<file path="config.mk">
export PLATFORM = sky130hd
export DESIGN_NAME = wash_control_panel
export DESIGN_NICKNAME = d
export VERILOG_FILES = /design/src/rtl/wash_control_panel.sv
export SDC_FILE = /design/constraint.sdc
export NUM_CORES = 1
export LEC_CHECK = 0
export BUFFER_PORTS_ARGS = -buffer_cell sky130_fd_sc_hd__buf_2
export CORE_MARGIN = 5
export CORE_UTILIZATION = 49
export CTS_BUF_LIST = sky130_fd_sc_hd__clkbuf_8
export DETAILED_ROUTE_END_ITERATION = 12
export GPL_TIMING_DRIVEN = 0
export PLACE_DENSITY_LB_ADDON = 0.15
export REMOVE_ABC_BUFFERS = 1
export SLEW_MARGIN = 25
export SYNTH_ARGS = -nofsm -noshare
export SYNTH_HDL_FRONTEND = slang
export SYNTH_SLANG_ARGS = --single-unit
</file>
<file path="constraint.sdc">
create_clock -name clk -period 2.7 [get_ports clk]
set_input_delay 0.135 -clock clk [delete_from_list [all_inputs] [get_ports clk]]
set_output_delay 0.135 -clock clk [all_outputs]
set_load 0.03 [all_outputs]
</file>
<file path="src/rtl/wash_control_panel.sv">
// Front-panel controller for the Washing_Machine FSM: debounced buttons, frozen program
// selection, door interlock, bounded pause and a post-completion door hold.
module wash_control_panel #(
    parameter int unsigned DEBOUNCE_CYCLES = 4,
    parameter int unsigned PAUSE_MAX       = 20,
    parameter int unsigned DONE_HOLD       = 8
) (
    input  logic clk,
    input  logic rst,
    input  logic btn_start,
    input  logic btn_pause,
    input  logic sel_double,
    input  logic sel_dry,
    input  logic door_closed,
    input  logic wm_done,
    output logic start,
    output logic double_wash,
    output logic dry_wash,
    output logic time_pause,
    output logic door_lock,
    output logic busy,
    output logic door_alarm
);

    localparam int unsigned DB_W = $clog2(DEBOUNCE_CYCLES + 1);
    localparam int unsigned PC_W = $clog2(PAUSE_MAX + 1);
    localparam int unsigned HC_W = $clog2(DONE_HOLD + 1);

    localparam logic [DB_W-1:0] DB_LAST = DB_W'(DEBOUNCE_CYCLES - 1);
    localparam logic [PC_W-1:0] PC_LAST = PC_W'(PAUSE_MAX - 1);
    localparam logic [PC_W-1:0] PC_SAT  = PC_W'(PAUSE_MAX);
    localparam logic [HC_W-1:0] HC_LAST = HC_W'(DONE_HOLD - 1);
    localparam logic [HC_W-1:0] HC_SAT  = HC_W'(DONE_HOLD);

    typedef enum logic [2:0] {
        IDLE,
        LAUNCH,
        RUN,
        PAUSE,
        DONE
    } state_t;

    state_t          state;
    logic [1:0]      raw;
    logic [1:0]      level;
    logic [1:0]      press;
    logic [DB_W-1:0] db_cnt [2];
    logic [PC_W-1:0] pause_cnt;
    logic [HC_W-1:0] hold_cnt;
    logic            start_evt;
    logic            pause_evt;

    assign raw       = {btn_pause, btn_start};
    assign start_evt = press[0];
    assign pause_evt = press[1];

    // The counter tracks how long raw has disagreed with the accepted level; the flip
    // happens on the DEBOUNCE_CYCLES-th consecutive disagreeing sample.
    always_ff @(posedge clk) begin
        if (rst) begin
            level <= '0;
            press <= '0;
            for (int unsigned i = 0; i < 2; i++) begin
                db_cnt[i] <= '0;
            end
        end else begin
            for (int unsigned i = 0; i < 2; i++) begin
                press[i] <= 1'b0;
                if (raw[i] == level[i]) begin
                    db_cnt[i] <= '0;
                end else if (db_cnt[i] == DB_LAST) begin
                    level[i]  <= raw[i];
                    press[i]  <= raw[i];
                    db_cnt[i] <= '0;
                end else begin
                    db_cnt[i] <= db_cnt[i] + DB_W'(1);
                end
            end
        end
    end

    always_ff @(posedge clk) begin
        if (rst) begin
            state       <= IDLE;
            start       <= 1'b0;
            double_wash <= 1'b0;
            dry_wash    <= 1'b0;
            time_pause  <= 1'b0;
            door_lock   <= 1'b0;
            busy        <= 1'b0;
            door_alarm  <= 1'b0;
            pause_cnt   <= '0;
            hold_cnt    <= '0;
        end else begin
            start      <= 1'b0;
            door_alarm <= 1'b0;
            case (state)
                IDLE: begin
                    double_wash <= sel_double & ~sel_dry;
                    dry_wash    <= sel_dry;
                    if (start_evt && door_closed) begin
                        state     <= LAUNCH;
                        start     <= 1'b1;
                        busy      <= 1'b1;
                        door_lock <= 1'b1;
                    end else if (start_evt) begin
                        door_alarm <= 1'b1;
                    end
                end
                LAUNCH: begin
                    state <= RUN;
                end
                RUN: begin
                    if (wm_done) begin
                        state    <= DONE;
                        hold_cnt <= '0;
                    end else if (pause_evt) begin
                        state      <= PAUSE;
                        pause_cnt  <= '0;
                        time_pause <= 1'b1;
                    end
                end
                PAUSE: begin
                    if (pause_cnt != PC_SAT) begin
                        pause_cnt <= pause_cnt + PC_W'(1);
                    end
                    if (wm_done) begin
                        state      <= DONE;
                        hold_cnt   <= '0;
                        time_pause <= 1'b0;
                    end else if (pause_evt || pause_cnt == PC_LAST) begin
                        state      <= RUN;
                        time_pause <= 1'b0;
                    end
                end
                DONE: begin
                    if (hold_cnt != HC_SAT) begin
                        hold_cnt <= hold_cnt + HC_W'(1);
                    end
                    if (hold_cnt == HC_LAST) begin
                        state     <= IDLE;
                        busy      <= 1'b0;
                        door_lock <= 1'b0;
                    end
                end
                default: begin
                    state <= IDLE;
                end
            endcase
        end
    end

endmodule

</file>
==> results of run 1 <==
## placed cells by master (no fill, tap or decap), drive strengths merged, types with 4 or more instances in the layout
master  netlist  layout
buf           4      14
nand2         9       9
o21ai         6       6
ha            8       8
conb          1       6
dfxtp        22      22
nand4         5       5
edfxtp        6       6
nand3b        4       4
inv          11      11
a21oi         8       8
nor2         16      16
## state kept, by name, summed over array words and instances, names as in the netlist
signal       flops
dry_wash         1
db_cnt           6
door_alarm       1
state            3
start            1
busy             1
double_wash      1
press            2
pause_cnt        5
time_pause       1
hold_cnt         4
level            2
## synthesized netlist by cell type, types with 2 or more instances
| library cell | number | area (sq um) |
|---|---|---|
| nand3b_1 | 4 | 30.0 |
| nand2_1 | 9 | 33.8 |
| nand3_1 | 3 | 15.0 |
| nand4_1 | 5 | 31.3 |
| xor2_1 | 2 | 17.5 |
| edfxtp_1 | 6 | 180 |
| dfxtp_1 | 22 | 440 |
| buf_4 | 2 | 15.0 |
| o21ai_0 | 5 | 25.0 |
| xnor2_1 | 3 | 26.3 |
| or3_1 | 3 | 18.8 |
| mux2i_1 | 3 | 30.0 |
| inv_1 | 11 | 41.3 |
| o21a_1 | 2 | 15.0 |
| nor2b_1 | 2 | 12.5 |
| nor4bb_1 | 2 | 20.0 |
| buf_1 | 2 | 7.51 |
| ha_1 | 8 | 100 |
| a21oi_1 | 8 | 40.0 |
| nor2_1 | 16 | 60.1 |
| nor3_1 | 3 | 15.0 |
## report_power, final
group	internal, mW	switching, mW	leakage [nW]
logic	0.0178	0.0265	0.325
clock network	0.199	0.131	0.0357
registers	0.437	0.00469	0.239
total	0.653	0.162	0.601
## layer usage
| metal | up-vias | routed length (um) | global-route usage, % |
|---|---|---|---|
| li1 | 519 | - | - |
| met1 | 453 | 1010 | 16.2 |
| met2 | 10 | 1170 | 24.7 |
| met3 | 5 | 61 | 2.48 |
| met4 | 0 | 38 | 6.97 |
| met5 | - | 0 | 0 |
## critical path: stages (launching register included)
cell,delay (ps)
dfxtp_1,460
and2b_1,320
o21ai_2,170
or4_1,530
a21boi_1,140
## cell type report
cell class | count | area [sq um]
repair buffers | 14 | 70.1
clock buffers | 3 | 41.3
well taps | 30 | 37.5
multi-input cells | 101 | 651
flip-flops and latches | 28 | 621
inverters | 11 | 41.3
fillers | 234 | 1030
clock inverters | 1 | 30.0
## how the worst min path moves through the flow
stage,depth (start not counted),startpoint,end,slack [ps]
floorplan,1,rst,double_wash,200
global placement,2,door_closed,door_alarm,330
detailed placement,2,door_closed,door_alarm,330
CTS,2,door_closed,door_alarm,30
global route,2,door_closed,door_alarm,50
finish,2,door_closed,door_alarm,30
## kinds of logic (layout without fill, tap and decap cells)
family / count (synthesis) / after routing / share of synthesized area, %
xor+xnor: 5 / 5 / 3.32
flops: 28 / 28 / 47.0
simple gates: 56 / 56 / 23.5
mux: 3 / 3 / 2.27
other cells: 1 / 6 / 0.284
compound gates: 23 / 23 / 10.9
buf+inv: 16 / 29 / 5.12
fa+ha+maj: 8 / 8 / 7.58
==> impl_metrics.yaml, run 1 <==
worst_setup_path:
  crit_path_start_kind: "register"
  rr_worst_depth: 4
  worstSetupEndpointType: "register"
  crit_fanout: 8
  reg2reg_slack_ps: 1020
  reg2reg_from: "state[1]"
  critPathKind: "reg -> reg"
  reg2reg_to: "pause_cnt[3]"
  startpoint: "state[1]"
  worstPathArrival_ps: 1890
  critPathCapture: "pause_cnt[3]"
  required_ps: 2910
placement:
  io_buffers: 14
  place_ws_ps: 1070
  place_congestion: 0.778
  dp.cells: 184
  post_dp_cell_area_sq_mm: 0.00142
  place_hpwl_mm: 1.71
floorplan:
  pin_count: 15
  die-height_um: 61.9
  rows: 18
  die_width_um: 61.9
  core_area_sq_mm: 0.00252
  initial_core_util_pct: 52.3
  die-area_sq_mm: 0.00383
timing:
  rsz0062_at_grt: "false"
  finalSetupTns_ps: 0
  final_max_slew_viol_count: 0
  fmax_mhz: 596
  hold_violations: 0
  hold_ws_ps: 35.0
  period_share_pct: 62.1
  setup_viol: 0
  min_period_ps: 1680
  clock_skew_ps: 1.39
  setup_ws_ps: 1020
global_route:
  grt_pass1_wl_mm: 3.97
  overflow: 0
  antenna_found_initial: 0
  grt_pass1_vias: 970
  grt_max_degree: 21
  grtUsageTotal_pct: 14.0
finish:
  final_cells: 188
  drive_gt1_share_pct: 13.3
  fin_util_pct: 59.1
  fin_area_sq_mm: 0.00149
  antenna_cells: 0
  final_nets: 175
  area_delta_synth_final_pct: 13.0
cts:
  clockRootBuffer: "clkbuf_8"
  cts_resized: 0
  cts_buffer_depth: 2
  cts_tree: "done"
  htree_levels: 1
  insertion_delay_ps: 270
  postCtsSetupBuffers: 0
  cts.sinks: 28
  cts.hold.buffers_added: 0
  clkSlewWorstSetupHoldPaths_ps: 90
  numCtsBuffers: 3
synth:
  synth_cell_types: 40
  synth-async-reset-ratio_pct: 0
  synth-seq-area-share_pct: 47.0
  synth_area_sq_mm: 0.00132
  synth_edf_count: 6
  synth_ff_type: "dfxtp_1"
  synth-seq-cells: 28
  postSynthCellCount: 140
  yosys_warnings: 0
  syn_avg_cell_area_sq_um: 9.43
power_and_ir_drop:
  power.leakage_nw: 0.601
  powerDensity_mw_per_mm2: 547
  finalPower_mw: 0.815
  peakVddDrop_mv: 0.336
status:
  status: "finished clean"
routing:
  antenna_left: 0
  drt_first_pass_iters: 4
  avgViaCountPerCell: 5.25
  vias: 987
  routed_wl_mm: 2.28
  wl_per_cell_um: 12.1
  drt_iter0_markers: 46
  drc: 0
worst_hold_path:
  hold_class: "in -> reg"
job:
  cap_violations: 0
Power figures use the tool's default switching activity.
==> inputs of run 2 (changes only) <==
ABC_AREA = 1   (was not set)
clock period = 1.6 ns   (was 2.7 ns; I/O delays follow)
==> run 2 against run 1 <==
  * Sequential power up 96%
  * Critical path depth up 6
  * Total power up 110%
  * Area after synthesis up 4.9%
  * Via count up 14%
  * Clock skew down 0.52 ps
  * Critical endpoint is now pause_cnt[1]
  * Largest cell class unchanged
==> impl_metrics.yaml, run 2 <==
routing:
  drc: 0
  vias: 1123
  wl_per_cell_um: 10.4
  drt_first_pass_iters: 4
  drt_iter0_markers: 36
  avgViaCountPerCell: 4.84
  antenna_left: 0
  routed_wl_mm: 2.42
power_and_ir_drop:
  combinationalPowerShare_pct: 27.0
  peakVddDrop_mv: 0.635
  pwr-share-clk_pct: 22.0
  powerDensity_mw_per_mm2: 1100
  switching_power_mw: 0.580
  power.leakage_nw: 0.697
  p_seq_share_pct: 51.0
  switching_share_pct: 34.1
  finalPower_mw: 1.70
  internal_power_mw: 1.12
cts:
  cts_resized: 0
  cts.sinks: 28
  numCtsBuffers: 3
  clockRootBuffer: "clkbuf_8"
  cts_buffer_depth: 2
  htree_levels: 1
  cts_tree: "done"
  insertion_delay_ps: 270
  cts.hold.buffers_added: 0
  postCtsSetupBuffers: 0
  clkSlewWorstSetupHoldPaths_ps: 90
finish:
  layout_commonest_cell: "nor2_1"
  multi_input_area_sq_um: 662
  regMostFlops: "db_cnt"
  largest_reg_flops: 6
  area_delta_synth_final_pct: 10.9
  reg_top3: "db_cnt: 6 flops, pause_cnt: 5 flops, hold_cnt: 4 flops"
  final_nets: 219
  layout_common_cells: "nor2_1 (37), nand2_1 (29), dfxtp_1 (22), inv_1 (21), buf_2 (14)"
  drive_gt1_share_pct: 17.4
  final-seq-area_sq_um: 621
  fill_cells: 266
  antenna_cells: 0
placement:
  place_hpwl_mm: 1.89
  place_congestion: 0.800
  io_buffers: 14
synth:
  yosys-top-cells-area: "dfxtp_1 (32%), edfxtp_1 (13%), nor2_1 (10%)"
  synth_top_area_cell: "dfxtp_1"
  synth_most_common_cell: "nor2_1"
  synth_ff_type: "dfxtp_1"
  synth_edf_count: 6
  yosys_warnings: 0
  synth_cell_types: 27
  synth-seq-cells: 28
  synth-async-reset-ratio_pct: 0
  syn_avg_cell_area_sq_um: 7.61
  synth-seq-area-share_pct: 44.8
  synthTopCellsByCount: "nor2_1 (37), nand2_1 (29), dfxtp_1 (22)"
  synth_area_sq_mm: 0.00139
  postSynthCellCount: 182
  synth_top_area_share_pct: 31.8
timing:
  min_period_ps: 1390
  fmax_mhz: 718
  setup_viol: 0
  period_share_pct: 87.1
  finalSetupTns_ps: 0
  final_max_slew_viol_count: 0
  rsz0062_at_grt: "false"
  hold_violations: 0
  hold_ws_ps: 65.5
  clock_skew_ps: 0.872
global_route:
  grt_pass1_wl_mm: 4.11
  overflow: 0
  grtUsageTotal_pct: 12.7
  grt_max_degree: 15
  antenna_found_initial: 0
  grt_pass1_vias: 1021
floorplan:
  pin_count: 15
  die-height_um: 63.2
  rows: 19
  die_width_um: 63.2
  die-area_sq_mm: 0.00399
  initial_core_util_pct: 50.7
  core_area_sq_mm: 0.00273
worst_setup_path:
  reg2reg_from: "pause_cnt[0]"
  critPathKind: "reg -> reg"
  crit_fanout: 5
  reg2reg_to: "pause_cnt[1]"
  reg2reg_slack_ps: 210
  rr_worst_depth: 10
  worstPathArrival_ps: 1560
  crit_path_start_kind: "register"
  required_ps: 1770
  worstSetupEndpointType: "register"
status:
  status: "finished clean"
job:
  cap_violations: 0
worst_hold_path:
  hold_class: "in -> reg"
  holdPathStages: 3
  holdPathEnd: "double_wash"
  holdCritStartpoint: "sel_double"
-- run 2: changes by cell type after synthesis, moves of 3 or more --
cell      previous run  this run
nand4_1              5         1
a21oi_2              0         3
inv_2                0         5
nor2_2               0         3
inv_1               11        21
nand2_1              9        29
nand2_2              0         4
nand3_1              3        13
o21ai_1              0         3
or3_1                3         0
nor2_1              16        37
nand3b_1             4         0
mux2i_1              3         0
-- run 2: worst max-delay path, stage by stage (launching register included) --
cell	delay (ps)
dfxtp_1	400
inv_1	60
ha_1	190
nand3_1	80
nor2_1	40
nor2_1	150
nand2_2	130
inv_4	110
nand2_1	50
nand2_1	50
nor2_1	40
-- run 2: routing by layer --
layer | vias up | track usage, % | share of wire (%)
li1 | 605 | - | -
met1 | 510 | 14.3 | 46
met2 | 6 | 23.1 | 51
met3 | 2 | 2.66 | 1.8
met4 | 0 | 4.77 | 1.1
met5 | - | 0 | 0
-- run 2: cell families (layout without fill, tap and decap cells) --
family	count (synthesis)	count (layout)	share of synthesized area [%]
xor gates and xnor gates	3	3	1.90
AOI/OAI and AO/OA	21	21	9.30
DFF	28	28	44.8
adders and majority gates	8	8	7.23
and+or+nand+nor	91	91	27.7
buffers and inverters	30	44	8.76
other	1	6	0.271
-- run 2: power by group through the flow --
stage | registers [mW] | clock network, mW | logic (mW)
floorplan | 0.896 | 0 | 0.334
global placement | 0.878 | 0 | 0.447
detailed placement | 0.881 | 0 | 0.461
CTS | 0.866 | 0.385 | 0.464
global route | 0.880 | 0.411 | 0.531
finish | 0.865 | 0.374 | 0.458
-- run 2: through the flow --
stage / utilization, % / setup WS, ps / cells / cell area (sq um)
floorplan: - / 338 / 184 / 1390
global placement: 54.7 / 233 / 229 / 1500
detailed placement: 54.7 / 220 / 229 / 1500
CTS: 56.2 / 197 / 232 / 1540
global route: 56.2 / 70.8 / 232 / 1540
finish: 56.2 / 206 / 232 / 1540
-- run 2: worst max-delay path by stage --
| stage | endpoint | start | slack [ps] | depth (start not counted) |
|---|---|---|---|---|
| floorplan | pause_cnt[1] | pause_cnt[0] | 340 | 10 |
| global placement | pause_cnt[1] | pause_cnt[0] | 230 | 10 |
| finish | pause_cnt[1] | pause_cnt[0] | 210 | 10 |
| detailed placement | pause_cnt[1] | pause_cnt[0] | 220 | 10 |
| CTS | pause_cnt[1] | pause_cnt[0] | 200 | 10 |
| global route | pause_cnt[1] | pause_cnt[0] | 70 | 10 |
-- run 2: final cells by class --
class / instances / share of cell area (%)
timing repair buffer: 14 / 4.56
sequential: 28 / 40.4
inverter: 27 / 6.76
multi-input combinational: 129 / 43.1
tap: 31 / 2.52
clock buffer: 3 / 2.69
